## config.mk

```make
export PLATFORM = sky130hd
export DESIGN_NAME = vga_timing_generator
export DESIGN_NICKNAME = d
export VERILOG_FILES = /design/src/rtl/vga_timing_generator.sv
export SDC_FILE = /design/constraint.sdc
export NUM_CORES = 1
export LEC_CHECK = 0
export BUFFER_PORTS_ARGS = -buffer_cell sky130_fd_sc_hd__buf_2
export CORE_ASPECT_RATIO = 0.9
export CORE_MARGIN = 3
export CORE_UTILIZATION = 35
export DETAILED_ROUTE_END_ITERATION = 7
export PLACE_DENSITY = 0.67
export SYNTH_ARGS = -nofsm -noshare
export SYNTH_HDL_FRONTEND = slang
export SYNTH_SLANG_ARGS = --single-unit
```

## constraint.sdc

```tcl
create_clock -name clk25 -period 1.8 [get_ports clk25]
set_clock_uncertainty 0.1 [all_clocks]
set_input_delay 0.36 -clock clk25 [delete_from_list [all_inputs] [get_ports clk25]]
set_output_delay 0.36 -clock clk25 [all_outputs]
set_load 0.005 [all_outputs]
```

## src/rtl/vga_timing_generator.sv

```systemverilog
// -----------------------------------------------------------------------------
// vga_timing_generator
// Raster timing for a VGA output path (640x480 @ 60 Hz on a 25 MHz pixel
// clock by default). Two free-running counters (pixel within line, line within
// frame) are decoded combinationally into sync, active-video, pixel coordinate
// and an end-of-visible-frame pulse.
//
// Ports:
//   clk25     in   pixel clock, all state changes on its rising edge
//   reset     in   asynchronous, active-low reset (counters clear at once)
//   screenEnd out  one-cycle pulse at the first pixel of vertical blanking
//   active    out  high inside the visible WIDTH x HEIGHT window
//   hSync     out  horizontal sync, SYNC_ACTIVE during the pulse
//   vSync     out  vertical sync, SYNC_ACTIVE during the pulse
//   x         out  pixel column while active, 0 otherwise
//   y         out  pixel row while active, 0 otherwise
// -----------------------------------------------------------------------------
module vga_timing_generator #(
  parameter int unsigned WIDTH       = 640,
  parameter int unsigned HEIGHT      = 480,
  parameter int unsigned H_FRONT     = 16,
  parameter int unsigned H_SYNC      = 96,
  parameter int unsigned H_BACK      = 48,
  parameter int unsigned V_FRONT     = 10,
  parameter int unsigned V_SYNC      = 2,
  parameter int unsigned V_BACK      = 33,
  parameter logic        SYNC_ACTIVE = 1'b0
) (
  input  logic       clk25,
  input  logic       reset,
  output logic       screenEnd,
  output logic       active,
  output logic       hSync,
  output logic       vSync,
  output logic [9:0] x,
  output logic [8:0] y
);

  localparam int unsigned H_TOTAL = WIDTH + H_FRONT + H_SYNC + H_BACK;
  localparam int unsigned V_TOTAL = HEIGHT + V_FRONT + V_SYNC + V_BACK;

  // All decode constants held as 10-bit values so every compare is 10 vs 10.
  localparam logic [9:0] H_LAST   = 10'(H_TOTAL - 1);
  localparam logic [9:0] V_LAST   = 10'(V_TOTAL - 1);
  localparam logic [9:0] H_VIS    = 10'(WIDTH);
  localparam logic [9:0] V_VIS    = 10'(HEIGHT);
  localparam logic [9:0] HS_START = 10'(WIDTH + H_FRONT);
  localparam logic [9:0] HS_END   = 10'(WIDTH + H_FRONT + H_SYNC);
  localparam logic [9:0] VS_START = 10'(HEIGHT + V_FRONT);
  localparam logic [9:0] VS_END   = 10'(HEIGHT + V_FRONT + V_SYNC);

  logic [9:0] r_hCount;
  logic [9:0] r_vCount;
  logic       w_hWrap;
  logic       w_vWrap;
  logic       w_active;
  logic       w_hSyncOn;
  logic       w_vSyncOn;

  assign w_hWrap = (r_hCount == H_LAST);
  assign w_vWrap = (r_vCount == V_LAST);

  always_ff @(posedge clk25 or negedge reset) begin
    if (!reset) begin
      r_hCount <= '0;
      r_vCount <= '0;
    end else begin
      if (w_hWrap) begin
        r_hCount <= '0;
        // Line counter advances only on the pixel counter's wrap cycle.
        if (w_vWrap) begin
          r_vCount <= '0;
        end else begin
          r_vCount <= r_vCount + 10'd1;
        end
      end else begin
        r_hCount <= r_hCount + 10'd1;
      end
    end
  end

  always_comb begin
    w_active  = (r_hCount < H_VIS) && (r_vCount < V_VIS);
    w_hSyncOn = (r_hCount >= HS_START) && (r_hCount < HS_END);
    w_vSyncOn = (r_vCount >= VS_START) && (r_vCount < VS_END);

    active    = w_active;
    hSync     = w_hSyncOn ? SYNC_ACTIVE : ~SYNC_ACTIVE;
    vSync     = w_vSyncOn ? SYNC_ACTIVE : ~SYNC_ACTIVE;
    screenEnd = (r_hCount == '0) && (r_vCount == V_VIS);
    // Coordinates are zeroed in blanking so RAM addresses stay in the frame.
    x         = w_active ? r_hCount      : '0;
    y         = w_active ? r_vCount[8:0] : '0;
  end

endmodule

```

# --- After elaboration in Yosys (flattened, before gate mapping) ---
# Cells that the tools add are included.
# Widths: inputs -> output; s select.
word_totals:
  regBits: 20
  latch_bits: 0
  mem_bits_rw: 0
  romBits: 0
  inputBits: 2
  output_inout_bits: 23
  elab_cells: 24
  memories: 0
op_classes:
  n_addsub: 2
  mul: 0
  n_div: 0
  magnitude_cmp: 6
  n_eq_ne: 3
  shifts: 0
  muxes: 6
  bitwise_logic: 0
  reduce_logical: 5
ops:
  columns: ["operator", "n"]
  rows:
  - ["$mux 10", 3]
  - ["$add 10x1->10 const B", 2]
  - ["$eq 10x10->1 const B", 2]
  - ["$lt 10x10->1 const B", 2]
  - ["$lt 10x9->1 const B", 2]
  - ["$eq 10x9->1 const B", 1]
  - ["$ge 10x10->1 const B", 1]
  - ["$ge 10x9->1 const B", 1]
  - ["$logic_not 10->1", 1]
  - ["$mux 9", 1]
  - ["$logic_and 1x1->1", 4]
  - ["$mux 1", 2]

# --- Depth between registers and ports, before layout ---
# Gate-level depths: netlist (run 1).
depth:
  depth_word: 3
  mapped_depth: 6
  ltp_nobuf: 6

# --- Worst setup path before layout (run 1) ---
# Ideal clock, no wire load.
synth_timing:
  path_kind: "flip-flop to output port"
  from: "reg r_hCount[7]"
  to: "out x[6]"
  arrival_ns: 1.247
  t_required_ns: 1.340
  setup_slack_ns: 0.093
  path_stages_with_launch: 6
  cell_sequence: "dfrtp_1 -> o21ai_0 -> nand2_1 -> nor2_1 -> buf_2 -> and2_1"
synth_via:
  elab_chain_cells: 3
synth_rtl:
  columns: ["item", "line", "rtl"]
  rows:
  - ["from (decl)", "52", "logic [9:0] r_hCount;"]
  - ["from (signal assigned)", "77", "r_hCount <= r_hCount + 10'd1;"]
  - ["$lt 10x10->1", "83", "w_active = (r_hCount < H_VIS) && (r_vCount < V_VIS);"]
  - ["$logic_and 1x1->1", "83", null]
  - ["via active", "32", "output logic active,"]
  - ["$mux 10", "92", "x = w_active ? r_hCount : '0;"]
  - ["to (decl)", "35", "output logic [9:0] x,"]
# The timed path passes the listed nets, and every way through them passes these cells.

# --- Worst setup path in the final report (run 1) ---
layout_timing:
  from: "reg r_vCount[8]"
  to: "out y[2]"
layout_via:
  elab_chain_cells: 3
layout_rtl:
  columns: ["item", "line", "rtl"]
  rows:
  - ["from (decl)", "53", "logic [9:0] r_vCount;"]
  - ["from (signal assigned)", "74", "r_vCount <= r_vCount + 10'd1;"]
  - ["$lt 10x9->1", "83", null]
  - ["$logic_and 1x1->1", "83", null]
  - ["$mux 9", "93", "y = w_active ? r_vCount[8:0] : '0;"]
  - ["to (decl)", "36", "output logic [8:0] y"]
# Every way passes these cells.

==> results of run 1 <==
## worst paths after layout
kind / end / slack (ps) / depth (start not counted)
min in group asynchronous: r_hCount[1] / 490 / 2
max: y[2] / -250 / 6
min: r_hCount[0] / 460 / 2
max reg2reg: r_vCount[8] / 90 / 5
min reg2reg: r_hCount[0] / 460 / 2
max in group asynchronous: r_hCount[4] / 760 / 2
## report_power, final
group / total, W / switching (W) / internal [W] / leakage [nW]
clock: 0.000459 / 0.000162 / 0.000297 / 0.0357
combinational: 0.0000115 / 0.00000926 / 0.00000219 / 0.524
sequential: 0.000449 / 0 / 0.000449 / 0.261
total: 0.000919 / 0.000171 / 0.000748 / 0.820
## worst max-delay path: stages (launching register included)
cell,delay (ps)
dfrtp_1,400
nand4_1,240
nand2_2,140
nor2_4,150
buf_6,150
and2_1,130
buf_2,110
## cell type report
class | instances | area (µm²)
sequential | 20 | 505
timing repair buffer | 44 | 353
inverter | 5 | 18.8
clock inverter | 1 | 30.0
tap | 42 | 52.6
clock buffer | 3 | 41.3
fill | 291 | 1450
multi-input combinational | 106 | 786
## timing repair
item / CTS / global route
hold buffers: 1 / 0
endpoints found under the hold margin: 20 / 0
setup buffers: 3 / 0
gates resized for setup: 13 / 35
pin swaps: 3 / 10
setup endpoints to repair: 25 / 27
cloned: 0 / 1
## through the flow
stage / utilization (%) / TNS [ps] / cells / hold WS, ps
2_1_floorplan: - / 0 / 136 / -35.6
3_3_place_gp: 46.1 / 0 / 212 / 228
3_5_place_dp: 46.1 / -2.12 / 212 / 244
4_1_cts: 50.7 / -3230 / 220 / 459
5_1_grt: 55.3 / -5780 / 221 / 486
6_report: 55.3 / -4210 / 221 / 456
## flip-flops by register name, summed over array words and instances, names as in the netlist
| name | count |
|---|---|
| r_hCount | 10 |
| r_vCount | 10 |
## placed cells by master, fill, tap and decap left out, drive strengths merged, types with 4 or more instances in the layout
cell / Yosys / layout
ha: 4 / 4
nand4: 5 / 5
inv: 5 / 5
nand2: 9 / 9
nor2: 8 / 8
buf: 4 / 43
and2: 17 / 17
nand3: 12 / 12
nor3: 9 / 9
xor2: 6 / 6
dfrtp: 20 / 20
o21ai: 11 / 11
## logic make-up after synthesis
group | Yosys count | share of synthesized area [%]
adders and majority gates | 4 | 4.01
and+or+nand+nor | 73 | 34.6
DFF | 20 | 40.1
xor gates and xnor gates | 9 | 6.31
buffers and inverters | 10 | 4.91
AOI/OAI and AO/OA | 20 | 10.1
## per-layer routing
| layer | wire length (µm) | track usage (%) |
|---|---|---|
| met1 | 1570 | 22.6 |
| met2 | 1620 | 25.2 |
| met3 | 170 | 1.62 |
| met4 | 39 | 5.11 |
| met5 | 0 | 0 |
==> results.py, run 1 <==
metrics = {
    "routing": {
        "avgRoutedWirePerCell_um": 15.4,
        "drt_iter0_drc": 59,
        "vias": 1199,
        "drc_errors": 0,
        "viasPerCell": 5.43,
        "dr.pass1.iters": 7,
        "detail-route-antenna-nets": 0,
        "drt_wl_total_um": 3400,
    },
    "sta": {
        "min_period_ps": 2050,
        "worstMarginPinSlew_ps": 480,
        "hold_viol_final": 0,
        "min_period_over_period_pct": 114,
        "slew_viol_final": 0,
        "fmax_mhz": 487,
        "relSlewSlack_pct": 68.0,
        "setup_viol": 22,
        "fin_ws_ps": -253,
        "rsz0062_at_grt": "true",
    },
    "grt": {
        "grt_usage_pct": 16.0,
        "grt_first_pass_wirelength_um": 5340,
        "antenna_found_initial": 0,
        "grt_max_degree": 21,
        "overflow": 0,
        "grt_pass1_vias": 1097,
    },
    "place": {
        "place_hpwl_um": 2290,
        "port_buffers": 24,
        "gp_congestion": 0.871,
        "pre_cts_ws_ps": -2.12,
        "placed_area_um2": 1490,
    },
    "synth": {
        "yosys_warnings": 0,
        "ys_seq_area_share_pct": 40.1,
        "synthCells": 136,
        "synth_ff_type": "dfrtp_1",
        "yosysTopAreaCell": "dfrtp_1",
        "yosys-top-cells-area": "dfrtp_1 40%, and2_1 8.0%, nand3_1 4.4%",
        "syn_avg_cell_area_um2": 9.18,
        "synth_cell_types": 34,
        "ys_ff_latch": 20,
        "synth_edf_count": 0,
        "yosys.area.top_type_share_pct": 40.1,
        "yosysMostFrequentCell": "dfrtp_1",
        "synth_common_cells": "20 x dfrtp_1, 16 x and2_1, 11 x nand3_1",
        "synthesis.nets": 142,
        "synth_area_um2": 1250,
        "async_reset_ff_share_pct": 100,
    },
    "layout": {
        "drive_above_1_share_pct": 45.3,
        "area_delta_synth_final_pct": 43.1,
        "nNetsFinal": 186,
        "antenna_cells": 0,
        "final_area_um2": 1790,
    },
    "floorplanning": {
        "die_h_um": 62.7,
        "io_pins": 25,
        "die_w_um": 69.0,
        "start_util_pct": 38.6,
        "dieArea_um2": 4320,
        "fp.coreArea_um2": 3230,
        "rows": 19,
    },
    "worst_setup_path": {
        "cp-end-kind": "output pin",
        "crit_path_start_kind": "register",
        "crit_fanout": 8,
        "arrival_ps": 1590,
        "r2r-start": "r_hCount[7]",
        "path_class": "register to output pin",
        "crit_start": "r_vCount[8]",
        "required_ps": 1340,
    },
    "run_status": {
        "violations": "setup timing",
        "status": "finished, violations left",
    },
    "clocking": {
        "insertion_delay_ps": 260,
        "root_buffer": "clkbuf_8",
        "clk_path_buf_depth": 2,
        "clk_pin_slew_ps": 80,
        "cts_max_level": 1,
        "clkSinkCount": 20,
        "cts_tree": "built",
        "cts_inserted_buffers": 3,
    },
    "job": {
        "maxCapViolCount": 0,
    },
    "power": {
        "peakVddDrop_mv": 0.297,
        "power_density_nw_per_um2": 514,
        "power.leakage_nw": 0.820,
        "p_total_w": 0.000919,
    },
    "worst_hold_path": {
        "hp-start": "r_hCount[0]",
        "min_path_type": "register to register",
    },
}
Note: power is estimated with default switching activity, not from simulation.
==> run 2: changes to the inputs <==
CELL_PAD_IN_SITES_DETAIL_PLACEMENT = 1   (was default)
CELL_PAD_IN_SITES_GLOBAL_PLACEMENT = 1   (was default)
PLACE_DENSITY = 0.81   (was 0.67)
==> run 2 against run 1 <==
Clock power decreased by 20%. The run still ends with setup timing left. Register-to-register slack got worse by 240 ps. Combinational power increased by 4%. Via count increased by 13%. Sequential power about the same. Utilization increased by 9.4 points. Final cell count increased by 8.1%. Sequential cell count unchanged. Critical endpoint is now screenEnd. Critical path depth decreased by 1.
==> results.py, run 2 (synthesis gave the netlist of run 1 again) <==
metrics = {
    "layout": {
        "drive_above_1_share_pct": 64.0,
        "final_common_cell": "buf_4",
        "area_delta_synth_final_pct": 67.3,
        "final_area_um2": 2090,
        "reg_top3": "r_hCount (10), r_vCount (10)",
        "final_cell_mix": "25 x buf_4, 24 x buf_6, 16 x dfrtp_1, 13 x and2_4, 10 x buf_2",
        "antenna_cells": 0,
        "nNetsFinal": 204,
    },
    "power": {
        "p_sw_share_pct": 21.8,
        "power.leakage_nw": 0.982,
        "p_total_w": 0.000827,
        "switchingPower_w": 0.000180,
        "power_density_nw_per_um2": 396,
        "seqPwrFrac_pct": 54.3,
        "p_comb_share_pct": 1.4,
        "peakVddDrop_mv": 0.327,
        "clock_power_share_pct": 44.3,
        "intPower_w": 0.000646,
    },
    "sta": {
        "hold_viol_final": 0,
        "rsz0062_at_grt": "true",
        "slew_viol_final": 0,
        "fin_setup_tns_ps": -6260,
        "fmax_mhz": 460,
        "relSlewSlack_pct": 66.0,
        "worstMarginPinSlew_ps": 510,
        "setup_viol": 37,
        "timing.hold.ws_ps": 411,
        "min_period_over_period_pct": 121,
        "min_period_ps": 2170,
        "fin_ws_ps": -374,
    },
    "routing": {
        "avgRoutedWirePerCell_um": 22.1,
        "detail-route-antenna-nets": 0,
        "drt_iter0_drc": 85,
        "vias": 1355,
        "drc_errors": 0,
        "viasPerCell": 5.67,
        "dr.pass1.iters": 4,
        "drt_wl_total_um": 5290,
    },
    "grt": {
        "grt_usage_pct": 22.1,
        "grt_use_met1_pct": 29.4,
        "antenna_found_initial": 0,
        "met3_usage_pct": 1.44,
        "grt_pass1_vias": 1352,
        "overflow": 0,
        "grt_first_pass_wirelength_um": 7170,
        "use_met2_pct": 36.8,
        "grt_busiest_layer": "met2",
        "grt_max_degree": 21,
    },
    "floorplanning": {
        "rows": 19,
        "die_w_um": 69.0,
        "die_h_um": 62.7,
        "fp.coreArea_um2": 3230,
        "start_util_pct": 38.6,
        "dieArea_um2": 4320,
        "io_pins": 25,
    },
    "clocking": {
        "cts_max_level": 1,
        "clk_path_buf_depth": 2,
        "clkSinkCount": 20,
        "clk_pin_slew_ps": 80,
        "cts_inserted_buffers": 3,
        "cts_tree": "built",
        "insertion_delay_ps": 270,
        "root_buffer": "clkbuf_8",
    },
    "worst_hold_path": {
        "min_path_type": "register to register",
        "hp-start": "r_hCount[0]",
        "whs_endpoint": "r_hCount[0]",
        "hold_depth": 1,
    },
    "worst_setup_path": {
        "cpMaxStageDelayCell": "dfrtp_1",
        "path_class": "register to output pin",
        "r2r_end": "r_vCount[6]",
        "reg2reg_slack_ps": -150,
        "crit_fanout": 6,
        "cp-end-kind": "output pin",
        "arrival_ps": 1710,
        "required_ps": 1340,
        "r2r-start": "r_hCount[7]",
        "reg2regPathDepth": 7,
        "crit_path_max_incr_delay_ps": 460,
        "crit_chain": "buf_4 > nor4_1 > nand3_1 > nor4_2 > buf_2",
        "crit_path_start_kind": "register",
    },
    "place": {
        "pre_cts_ws_ps": -163,
        "placed_area_um2": 1530,
        "port_buffers": 24,
        "place_hpwl_um": 2730,
        "gp_congestion": 0.823,
    },
    "run_status": {
        "status": "finished, violations left",
        "violations": "setup timing",
    },
    "job": {
        "maxCapViolCount": 0,
    },
}
==> run 2: final cells by class <==
| type | instances | area, µm² |
|---|---|---|
| fillers | 351 | 1140 |
| inverters | 5 | 18.8 |
| flip-flops and latches | 20 | 505 |
| well taps | 42 | 52.6 |
| repair buffers | 61 | 533 |
| clock buffers | 4 | 55.1 |
| multi-input cells | 107 | 925 |
==> run 2: worst max-delay path by stage <==
stage                startpoint         to  cells past startpoint
floorplan           r_hCount[7]       x[6]                      5
global route        r_hCount[8]  screenEnd                      5
finish              r_hCount[8]  screenEnd                      5
CTS                 r_hCount[8]  screenEnd                      5
global placement    r_vCount[5]  screenEnd                      5
detailed placement  r_vCount[5]  screenEnd                      5
==> run 2: repair_timing <==
| action | CTS | global route |
|---|---|---|
| hold endpoints to repair | 20 | 0 |
| hold buffers | 1 | 0 |
| endpoints found under the setup margin | 28 | 36 |
| gates cloned | 0 | 1 |
| buffers inserted | 6 | 12 |
| resized for setup | 49 | 48 |
| pin swaps | 13 | 17 |
==> run 2: power by group through the flow <==
stage | sequential (W) | clock (W) | combinational [W]
2_1_floorplan | 0.000458 | 0 | 0.000000000295
3_3_place_gp | 0.000458 | 0 | 0.00000989
3_5_place_dp | 0.000458 | 0 | 0.0000105
4_1_cts | 0.000449 | 0.000354 | 0.0000120
5_1_grt | 0.000449 | 0.000391 | 0.0000139
6_report | 0.000449 | 0.000366 | 0.0000120
==> run 2: metrics by stage <==
| step | cells | util [%] |
|---|---|---|
| after floorplan | 136 | - |
| final | 239 | 64.6 |
| after global routing | 239 | 64.6 |
| after CTS | 226 | 56.3 |
| after global placement | 217 | 47.3 |
| after detailed placement | 217 | 47.3 |
==> run 2: worst max-delay path, delay by kind of cell, from the launching register on <==
family / cells / cell delay [ps]
simple gates: 3 / 640
flops: 1 / 460
buf+inv: 2 / 340
==> run 2: routing by layer <==
| layer | vias up | share of wire (%) |
|---|---|---|
| met5 | - | 0 |
| met4 | 0 | 2.5 |
| met2 | 44 | 49 |
| li1 | 603 | - |
| met3 | 11 | 4.0 |
| met1 | 697 | 44 |
